--- src/rtl/adder_seq_pkg.sv ---
// Shared types and constants for the nibble-serial adder sequencer.
// Sizes the step counter that walks the nibbles of the operands.
package adder_seq_pkg;

  localparam int SLICE_W = 4;

  typedef enum logic [1:0] {
    IDLE = 2'd0,
    RUN  = 2'd1,
    DONE = 2'd2
  } state_e;

  // Counter width for a nibble index; a single-nibble build still needs one bit
  function automatic int idx_width(input int nibbles);
    if (nibbles <= 1) begin
      return 1;
    end else begin
      return $clog2(nibbles);
    end
  endfunction

endpackage

--- src/rtl/adder_seq_ctrl_if.sv ---
// Operand/result handshake bundle for adder_seq_ctrl. The op line exists
// only when ADDSEQ_SUB_EN is defined.
interface adder_seq_ctrl_if #(
  parameter int W = 16
);
  logic         in_valid;
  logic         in_ready;
  logic [W-1:0] a;
  logic [W-1:0] b;
  logic         c_in;
`ifdef ADDSEQ_SUB_EN
  logic         op;
`endif
  logic         out_valid;
  logic         out_ready;
  logic [W-1:0] sum;
  logic         c_out;
  logic         busy;

  modport slave (
`ifdef ADDSEQ_SUB_EN
    input  op,
`endif
    input  in_valid, a, b, c_in, out_ready,
    output in_ready, out_valid, sum, c_out, busy
  );

  modport master (
`ifdef ADDSEQ_SUB_EN
    output op,
`endif
    output in_valid, a, b, c_in, out_ready,
    input  in_ready, out_valid, sum, c_out, busy
  );
endinterface

--- src/rtl/adder_seq_ctrl_adder_4bit.sv ---
// Purely combinational 4-bit ripple-carry adder slice shared by the
// sequencer for every nibble pass.
module adder_4bit
  import adder_seq_pkg::*;
(
  input  logic [SLICE_W-1:0] a,
  input  logic [SLICE_W-1:0] b,
  input  logic               c_in,
  output logic [SLICE_W-1:0] sum,
  output logic               c_out
);

  logic [SLICE_W:0] w_carry;

  assign w_carry[0] = c_in;

  // Each bit is one full adder feeding the next one up
  for (genvar gi = 0; gi < SLICE_W; gi++) begin : g_fa
    assign sum[gi]         = a[gi] ^ b[gi] ^ w_carry[gi];
    assign w_carry[gi + 1] = (a[gi] & b[gi]) | (w_carry[gi] & (a[gi] ^ b[gi]));
  end

  assign c_out = w_carry[SLICE_W];

endmodule

--- src/rtl/adder_seq_ctrl.sv ---
// Wide adder built by reusing one 4-bit slice, least significant nibble
// first. Defining ADDSEQ_SUB_EN adds an op input selecting a-b.
module adder_seq_ctrl
  import adder_seq_pkg::*;
#(
  parameter int NIBBLES = 4
) (
  input  logic            clk,
  input  logic            rst,
  adder_seq_ctrl_if.slave bus
);

  localparam int W     = SLICE_W * NIBBLES;
  localparam int IDX_W = idx_width(NIBBLES);
  localparam logic [IDX_W-1:0] LAST_IDX = IDX_W'(NIBBLES - 1);

  state_e r_state;
  state_e w_next_state;

  logic [W-1:0]       r_a;
  logic [W-1:0]       r_b;
  logic [W-1:0]       r_sum;
  logic               r_carry;
  logic [IDX_W-1:0]   r_idx;
`ifdef ADDSEQ_SUB_EN
  logic               r_op;
`endif

  logic               w_accept;
  logic               w_last;
  logic [SLICE_W-1:0] w_a_nib;
  logic [SLICE_W-1:0] w_b_raw;
  logic [SLICE_W-1:0] w_b_nib;
  logic [SLICE_W-1:0] w_slice_sum;
  logic               w_slice_cout;

  assign w_accept = (r_state == IDLE) && bus.in_valid;
  assign w_last   = (r_idx == LAST_IDX);

  // State register
  always_ff @(posedge clk) begin
    if (rst) begin
      r_state <= IDLE;
    end else begin
      r_state <= w_next_state;
    end
  end

  // Next-state decode
  always_comb begin
    w_next_state = r_state;
    case (r_state)
      IDLE: begin
        if (bus.in_valid) begin
          w_next_state = RUN;
        end else begin
          w_next_state = IDLE;
        end
      end
      RUN: begin
        if (w_last) begin
          w_next_state = DONE;
        end else begin
          w_next_state = RUN;
        end
      end
      DONE: begin
        if (bus.out_ready) begin
          w_next_state = IDLE;
        end else begin
          w_next_state = DONE;
        end
      end
      default: begin
        w_next_state = IDLE;
      end
    endcase
  end

  // Slice operand selection for the current nibble
  always_comb begin
    w_a_nib = r_a[r_idx * SLICE_W +: SLICE_W];
    w_b_raw = r_b[r_idx * SLICE_W +: SLICE_W];
`ifdef ADDSEQ_SUB_EN
    if (r_op) begin
      w_b_nib = ~w_b_raw;
    end else begin
      w_b_nib = w_b_raw;
    end
`else
    w_b_nib = w_b_raw;
`endif
  end

  adder_4bit u_slice (
    .a     (w_a_nib),
    .b     (w_b_nib),
    .c_in  (r_carry),
    .sum   (w_slice_sum),
    .c_out (w_slice_cout)
  );

  // Operand capture, carry chaining between passes and result assembly
  always_ff @(posedge clk) begin
    if (rst) begin
      r_a     <= '0;
      r_b     <= '0;
      r_sum   <= '0;
      r_carry <= 1'b0;
      r_idx   <= '0;
`ifdef ADDSEQ_SUB_EN
      r_op    <= 1'b0;
`endif
    end else if (w_accept) begin
      r_a     <= bus.a;
      r_b     <= bus.b;
      r_sum   <= '0;
      r_idx   <= '0;
`ifdef ADDSEQ_SUB_EN
      // Two's complement subtract: inverted b plus a forced carry of one
      r_op    <= bus.op;
      r_carry <= bus.op ? 1'b1 : bus.c_in;
`else
      r_carry <= bus.c_in;
`endif
    end else if (r_state == RUN) begin
      r_sum[r_idx * SLICE_W +: SLICE_W] <= w_slice_sum;
      r_carry <= w_slice_cout;
      r_idx   <= r_idx + IDX_W'(1);
    end
  end

  assign bus.in_ready  = (r_state == IDLE);
  assign bus.out_valid = (r_state == DONE);
  assign bus.busy      = (r_state != IDLE);
  assign bus.sum       = r_sum;
  assign bus.c_out     = r_carry;

endmodule

--- src/flat_wrapper.sv ---
// flat-port wrapper written by rule: the top's interface ports become plain ports
module adder_seq_ctrl_flat import adder_seq_pkg::*;
#(
  parameter int NIBBLES = 4
)
  (clk, rst, bus_in_valid, bus_a, bus_b, bus_c_in, bus_out_ready, bus_in_ready, bus_out_valid, bus_sum, bus_c_out, bus_busy);
  adder_seq_ctrl_if #(.W(16)) bus_i ();
  input  logic clk;
  input  logic rst;
  input wire logic [$bits(bus_i.in_valid)-1:0] bus_in_valid;
  input wire logic [$bits(bus_i.a)-1:0] bus_a;
  input wire logic [$bits(bus_i.b)-1:0] bus_b;
  input wire logic [$bits(bus_i.c_in)-1:0] bus_c_in;
  input wire logic [$bits(bus_i.out_ready)-1:0] bus_out_ready;
  output wire logic [$bits(bus_i.in_ready)-1:0] bus_in_ready;
  output wire logic [$bits(bus_i.out_valid)-1:0] bus_out_valid;
  output wire logic [$bits(bus_i.sum)-1:0] bus_sum;
  output wire logic [$bits(bus_i.c_out)-1:0] bus_c_out;
  output wire logic [$bits(bus_i.busy)-1:0] bus_busy;
  assign bus_i.in_valid = bus_in_valid;
  assign bus_i.a = bus_a;
  assign bus_i.b = bus_b;
  assign bus_i.c_in = bus_c_in;
  assign bus_i.out_ready = bus_out_ready;
  assign bus_in_ready = bus_i.in_ready;
  assign bus_out_valid = bus_i.out_valid;
  assign bus_sum = bus_i.sum;
  assign bus_c_out = bus_i.c_out;
  assign bus_busy = bus_i.busy;
  adder_seq_ctrl #(.NIBBLES(NIBBLES)) u_core (.clk(clk), .rst(rst), .bus(bus_i));
endmodule
--- config.mk ---
export PLATFORM = sky130hd
export DESIGN_NAME = adder_seq_ctrl_flat
export DESIGN_NICKNAME = d
export VERILOG_FILES = /design/src/rtl/adder_seq_pkg.sv /design/src/rtl/adder_seq_ctrl_if.sv /design/src/rtl/adder_seq_ctrl_adder_4bit.sv /design/src/rtl/adder_seq_ctrl.sv /design/src/flat_wrapper.sv
export SDC_FILE = /design/constraint.sdc
export NUM_CORES = 1
export LEC_CHECK = 0
export CELL_PAD_IN_SITES_DETAIL_PLACEMENT = 2
export CELL_PAD_IN_SITES_GLOBAL_PLACEMENT = 2
export CORE_UTILIZATION = 26
export CTS_CLUSTER_DIAMETER = 200
export DETAILED_ROUTE_END_ITERATION = 8
export HOLD_SLACK_MARGIN = 0.12
export PLACE_DENSITY_LB_ADDON = 0.1
export RECOVER_POWER = 100
export SYNTH_ARGS = -nofsm -noshare
export SYNTH_HDL_FRONTEND = slang
export SYNTH_SLANG_ARGS = --single-unit
--- constraint.sdc ---
create_clock -name clk -period 2.8 [get_ports clk]
set_input_delay 0.84 -clock clk [delete_from_list [all_inputs] [get_ports clk]]
set_output_delay 0.84 -clock clk [all_outputs]
set_load 0.03 [all_outputs]
==> results of run 1 <==
-- cells in the mapped netlist --
library cell / instances
and4bb_2: 1
buf_2: 5
nand2b_1: 1
fa_1: 4
mux4_2: 8
nor2_1: 7
mux2i_1: 3
or4b_1: 1
or3b_1: 1
a22oi_1: 1
a21oi_1: 45
ha_1: 6
xnor2_1: 1
nor3b_1: 2
nor2b_1: 4
inv_1: 14
buf_4: 5
nor3b_2: 1
nand3b_1: 4
or2_2: 1
and3b_1: 1
dfxtp_1: 53
nor3_1: 1
buf_6: 1
a211oi_2: 1
nand2_1: 77
a32oi_1: 3
nand4_1: 7
nand4b_1: 5
clkbuf_1: 9
-- sequential cells by signal, indices dropped and copies added, names as in the netlist --
| signal | flops |
|---|---|
| u_core.r_b | 16 |
| u_core.bus.sum | 16 |
| u_core.bus.c_out | 1 |
| u_core.r_state | 2 |
| u_core.r_a | 16 |
| u_core.r_idx | 2 |
-- cells by family after synthesis --
family / count (synthesis)
XOR/XNOR: 1
AO/OA/AOI/OAI: 50
multiplexers: 11
buffers and inverters: 34
flip-flops: 53
AND/OR/NAND/NOR: 114
adder cells (fa/ha/maj): 10
-- power groups by stage --
stage	combinational, mW	sequential [mW]	clock [mW]
2_1_floorplan	0.158	0.822	0
3_3_place_gp	0.270	0.824	0
3_5_place_dp	0.275	0.824	0
4_1_cts	0.277	0.806	0.566
5_1_grt	0.300	0.810	0.600
6_report	0.272	0.805	0.552
-- metal layers --
layer | up-vias | track usage (%) | part of all wire (%)
li1 | 1029 | - | -
met2 | 35 | 25.9 | 51
met3 | 8 | 2.36 | 2.7
met5 | - | 0 | 0
met4 | 0 | 4.13 | 1.3
met1 | 983 | 16.6 | 45
-- repair_timing --
item	CTS	global route
setup buffers	0	1
resized for setup	3	4
hold buffers	0	0
setup endpoints to repair	5	5
pin swaps	1	4
-- stage by stage --
stage / total power [mW] / worst slack (ps) / setup TNS [ps]
2_1_floorplan: 0.980 / 27.1 / 0
3_3_place_gp: 1.09 / 75.4 / 0
3_5_place_dp: 1.10 / -17.2 / -17.2
4_1_cts: 1.65 / 11.8 / 0
5_1_grt: 1.71 / -55.1 / -166
6_report: 1.63 / 29.9 / 0
-- cell type report --
class / instances / area, µm² / share of cell area, %
multi-input cells: 186 / 1210 / 37.3
flip-flops and latches: 53 / 1060 / 32.9
clock inverters: 1 / 30.0 / 0.927
well taps: 108 / 135 / 4.17
repair buffers: 70 / 663 / 20.5
inverters: 14 / 52.6 / 1.62
clock buffers: 7 / 86.3 / 2.67
-- worst register-to-register path: stages, from the launching register on --
cell,delay (ps)
dfxtp_4,380
mux4_2,340
inv_2,40
fa_1,370
inv_1,80
fa_2,210
inv_2,40
fa_1,370
inv_1,80
fa_2,490
a32oi_1,220
nor2_1,60
-- cells in the final DEF, fill, tap and decap left out, types with 4 or more instances in the layout --
cell	count
ha_1	6
nand4_1	7
clkdlybuf4s50_1	55
inv_1	12
nor2_1	7
nand3b_1	4
mux4_2	8
nor2b_1	4
dfxtp_1	52
clkbuf_8	6
nand4b_1	5
nand2_1	77
buf_4	13
a21oi_1	44
-- worst paths after layout --
check	startpoint	endpoint	slack [ps]	depth (start not counted)
max	u_core.r_idx[0]	u_core.bus.sum[11]	30	11
min	u_core.bus.sum[6]	u_core.bus.sum[6]	460	2
max reg2reg	u_core.r_idx[0]	u_core.bus.sum[11]	30	11
min reg2reg	u_core.bus.sum[6]	u_core.bus.sum[6]	460	2
==> flow_summary.ini, run 1 <==
[synthesis]
ys_seq_elements = 53
syn_inst = 273
synth-simple-area-share_pct = 22.5
synth_xor_area_share_pct = 0.363
yosys_warnings = 0
syn_area_um2 = 2410
synthDistinctLibCells = 30
synth_fa_ha_area_share_pct = 6.44
synth_area_leaders = dfxtp_1 44%, nand2_1 12%, a21oi_1 9.3%, mux4_2 7.5%, fa_1 3.3%
syn-num-nets = 320
synth.area.mux_share_pct = 8.72
synth_top_family_by_area = simple AND/OR/NAND/NOR gates
synth-compound-area-share_pct = 11.3
synth_top_area_cell = dfxtp_1
yosys.area.top_type_share_pct = 44.0
synth_area_per_cell_um2 = 8.83
ys_seq_area_share_pct = 44.0

[global_route]
grt_pass1_vias = 2169
overflow = 0
grt_pass1_wl_um = 10600
grt_max_degree = 36
antenna_found_initial = 0
globalRouteTotalUtil_pct = 14.0

[detailed_routing]
first_pass_iters = 6
num_vias = 2055
vias_per_cell = 4.68
ant_nets = 0
wl_um = 6490
drc_errors = 0
avgRoutedWirePerCell_um = 14.8
first_iter_violations = 30

[sta]
fin_worst_skew_ps = 7.86
period_needed_ps = 2770
whs_ps = 458
rsz0062_at_grt = yes
slew-limit-headroom_pct = 49.8
fin_crit_sh_pct = 98.9
fmax_mhz = 361
maxSlewViolCount = 0
setup_violations = 0
tightest_slew_ps = 751
finalHoldViolations = 0

[die]
io_pins = 57
start_util_pct = 27.2
fp-row-count = 34
die-area_um2 = 9660
core_um2 = 8850
die_h_um = 98.3
die_w_um = 98.3

[setup_path]
crit_path_max_fanout = 5
cp.arrival_ps = 2980
crit_family = adder cells
max_stage_delay_ps = 490
path_class = reg2reg
worstPathRequired_ps = 3010
crit_path_top_delay_cell = fa_2
cp_num_buf_inv = 4
endpoint_kind = flop
cp_cell_sequence = mux4_2, inv_2, fa_1, inv_1, fa_2, inv_2, fa_1, inv_1, fa_2, a32oi_1, nor2_1
crit_path_start_kind = flop

[power_and_ir_drop]
irDropWorstVdd_mv = 0.192
p_sw_mw = 0.417
combPwrFrac_pct = 16.7
switching_share_pct = 25.6
clkPwrFrac_pct = 33.9
cellPowerDensity_nw_per_um2 = 503
leakage_nw = 1.16
p_int_mw = 1.21
p_seq_share_pct = 49.4

[worst_hold_path]
hold_path_class = reg2reg

[finish]
finalInstanceArea_um2 = 3240
nNetsFinal = 377
drive_gt1_share_pct = 12.1
fin_cells = 439
nFillCells = 1020
final_core_util_pct = 36.6
area_growth_syn_to_layout_pct = 34.4
antenna_cells = 0

[clock_tree]
cts_root_buffer = clkbuf_8
cts_sinks = 53
path_clk_slew_ps = 100
cts_tree = done
clock_latency_ps = 310
numCtsBuffers = 5
cts-htree-levels = 2
ctsLongestPathBuffers = 2

[placement]
place_inst = 430
place_congestion = 0.727
place_area_um2 = 3100
dpl.hpwl_um = 4840
io_buffers = 56

[job]
maxCapViolCount = 0

[run_status]
outcome = completed
No activity file was read; power rests on OpenSTA's default activity.
==> run 2, diff against run 1 <==
--- a/config.mk
+++ b/config.mk
@@ -5,6 +5,7 @@
 export SDC_FILE = /design/constraint.sdc
 export NUM_CORES = 1
 export LEC_CHECK = 0
+export ABC_CLOCK_PERIOD_IN_PS = 2800
 export CELL_PAD_IN_SITES_DETAIL_PLACEMENT = 2
 export CELL_PAD_IN_SITES_GLOBAL_PLACEMENT = 2
 export CORE_UTILIZATION = 26
==> results of run 2 <==
The final DEF is identical to that of run 1; final timing and power are the same.
==> run 3, diff against run 2 <==
--- a/config.mk
+++ b/config.mk
@@ -6,11 +6,13 @@
 export NUM_CORES = 1
 export LEC_CHECK = 0
 export ABC_CLOCK_PERIOD_IN_PS = 2800
+export CAP_MARGIN = 20
 export CELL_PAD_IN_SITES_DETAIL_PLACEMENT = 2
 export CELL_PAD_IN_SITES_GLOBAL_PLACEMENT = 2
-export CORE_UTILIZATION = 26
-export CTS_CLUSTER_DIAMETER = 200
+export CORE_UTILIZATION = 33
+export CTS_CLUSTER_DIAMETER = 60
 export DETAILED_ROUTE_END_ITERATION = 8
+export DONT_BUFFER_PORTS = 1
 export HOLD_SLACK_MARGIN = 0.12
 export PLACE_DENSITY_LB_ADDON = 0.1
 export RECOVER_POWER = 100
==> run 3 against run 2 <==
Sequential cell count unchanged. Critical path depth unchanged. Clock skew increased by 0.79 ps. Sequential share of layout area is 7.9 points higher. Critical path type unchanged. Largest cell class unchanged. Worst hold slack better by 1.3 ps. Utilization increased by 1.2 points.
==> flow_summary.ini, run 3 (synthesis results as in run 1) <==
[setup_path]
path_class = reg2reg
crit_path_top_delay_cell = fa_2
endpoint_kind = flop
cp.arrival_ps = 2920
crit_path_start_kind = flop
cp_cell_sequence = mux4_2, inv_2, fa_1, inv_1, fa_2, inv_2, fa_2, inv_2, fa_2, a32oi_1, nor2_1
crit_path_max_fanout = 4
worstPathRequired_ps = 2980
max_stage_delay_ps = 480

[clock_tree]
cts_root_buffer = clkbuf_8
ctsLongestPathBuffers = 2
cts-htree-levels = 2
numCtsBuffers = 5
cts_tree = done
cts_sinks = 53
clock_latency_ps = 310
path_clk_slew_ps = 100
hold_buffers = 0

[sta]
period_needed_ps = 2740
setup_violations = 0
fmax_mhz = 365
finalHoldViolations = 0
fin_crit_sh_pct = 97.8
fin_worst_skew_ps = 8.65
maxSlewViolCount = 0
slew-limit-headroom_pct = 52.5
whs_ps = 459
rsz0062_at_grt = yes
tns_ps = 0
tightest_slew_ps = 712

[global_route]
overflow = 0
globalRouteTotalUtil_pct = 17.6
grt_max_degree = 37
grt_pass1_wl_um = 10100
grt_pass1_vias = 1969
antenna_found_initial = 0

[die]
die_w_um = 87.5
fp-row-count = 30
core_um2 = 6910
start_util_pct = 34.9
die-area_um2 = 7650
io_pins = 57
die_h_um = 87.5

[job]
maxCapViolCount = 0

[detailed_routing]
drc_errors = 0
first_iter_violations = 48
ant_nets = 0
avgRoutedWirePerCell_um = 16.7
wl_um = 6150
num_vias = 1852
vias_per_cell = 5.03
first_pass_iters = 4

[finish]
final_core_util_pct = 37.8
fin_cells = 368
nFillCells = 814
nNetsFinal = 318
layout_commonest_cell = nand2_1
antenna_cells = 0
layout_common_cells = 77 x nand2_1, 52 x dfxtp_1, 44 x a21oi_1
finalInstanceArea_um2 = 2610
area_growth_syn_to_layout_pct = 8.26
drive_gt1_share_pct = 13.2

[power_and_ir_drop]
irDropWorstVdd_mv = 0.169
cellPowerDensity_nw_per_um2 = 558
leakage_nw = 0.909

[placement]
dpl.hpwl_um = 4560
place_inst = 359
place_congestion = 0.830
io_buffers = 0
place_area_um2 = 2500

[run_status]
outcome = completed

[worst_hold_path]
hold_path_class = reg2reg
==> run 3: cell types whose count changed in the layout (fill, tap and decap cells not counted), sizes merged <==
cell,previous run,this run
buf,13,9
inv,14,15
clkdlybuf4s50,55,0
clkbuf,8,7
clkinvlp,0,1
clkinv,0,1
dlygate4sd3,1,0
bufinv,1,0
==> run 3: timing repair <==
item / in CTS / in global routing
gates resized for setup: 2 / 7
endpoints found under the setup margin: 1 / 5
buffers inserted: 0 / 1
pin swaps: 0 / 5
==> run 3: final timing paths <==
path	slack (ps)	end	startpoint	depth (start not counted)
max	60	u_core.bus.sum[11]	u_core.r_idx[0]	11
min	460	u_core.r_a[14]	u_core.r_a[14]	2
max reg2reg	60	u_core.bus.sum[11]	u_core.r_idx[0]	11
min reg2reg	460	u_core.r_a[14]	u_core.r_a[14]	2
==> run 3: power breakdown <==
part	internal (mW)	total [mW]	switching, mW
Sequential	0.786	0.813	0.0276
Clock	0.178	0.446	0.268
Combinational	0.0816	0.196	0.115
Total	1.05	1.46	0.410
==> run 3: through the flow <==
stage	power (mW)	setup WS [ps]
after floorplan	0.980	27.1
after global placement	1.02	90.6
after detailed placement	1.03	-0.826
after CTS	1.48	14.8
after global routing	1.54	-36.3
final	1.46	62.9
==> run 3: cell type report <==
cell class / instances / area (µm²) / share of cell area, %
repair buffers: 11 / 80.1 / 3.07
clock inverters: 3 / 21.3 / 0.815
inverters: 14 / 52.6 / 2.01
multi-input cells: 186 / 1200 / 46.0
well taps: 96 / 120 / 4.60
flip-flops and latches: 53 / 1060 / 40.8
clock buffers: 5 / 68.8 / 2.64
==> run 3: worst max-delay path: cells and delay by family, from the launching register on <==
family                   cells  cell delay [ps]
AO/OA/AOI/OAI                1              220
adder cells (fa/ha/maj)      4             1410
buffers and inverters        4              220
flip-flops                   1              370
multiplexers                 1              340
AND/OR/NAND/NOR              1               60
==> run 3: per-layer routing <==
metal / up-vias / routed length, µm / global-route usage, %
met5: - / 0 / 0
met3: 8 / 226 / 3.98
met2: 37 / 3100 / 30.8
met1: 898 / 2730 / 21.4
li1: 909 / - / -
met4: 0 / 93 / 5.51
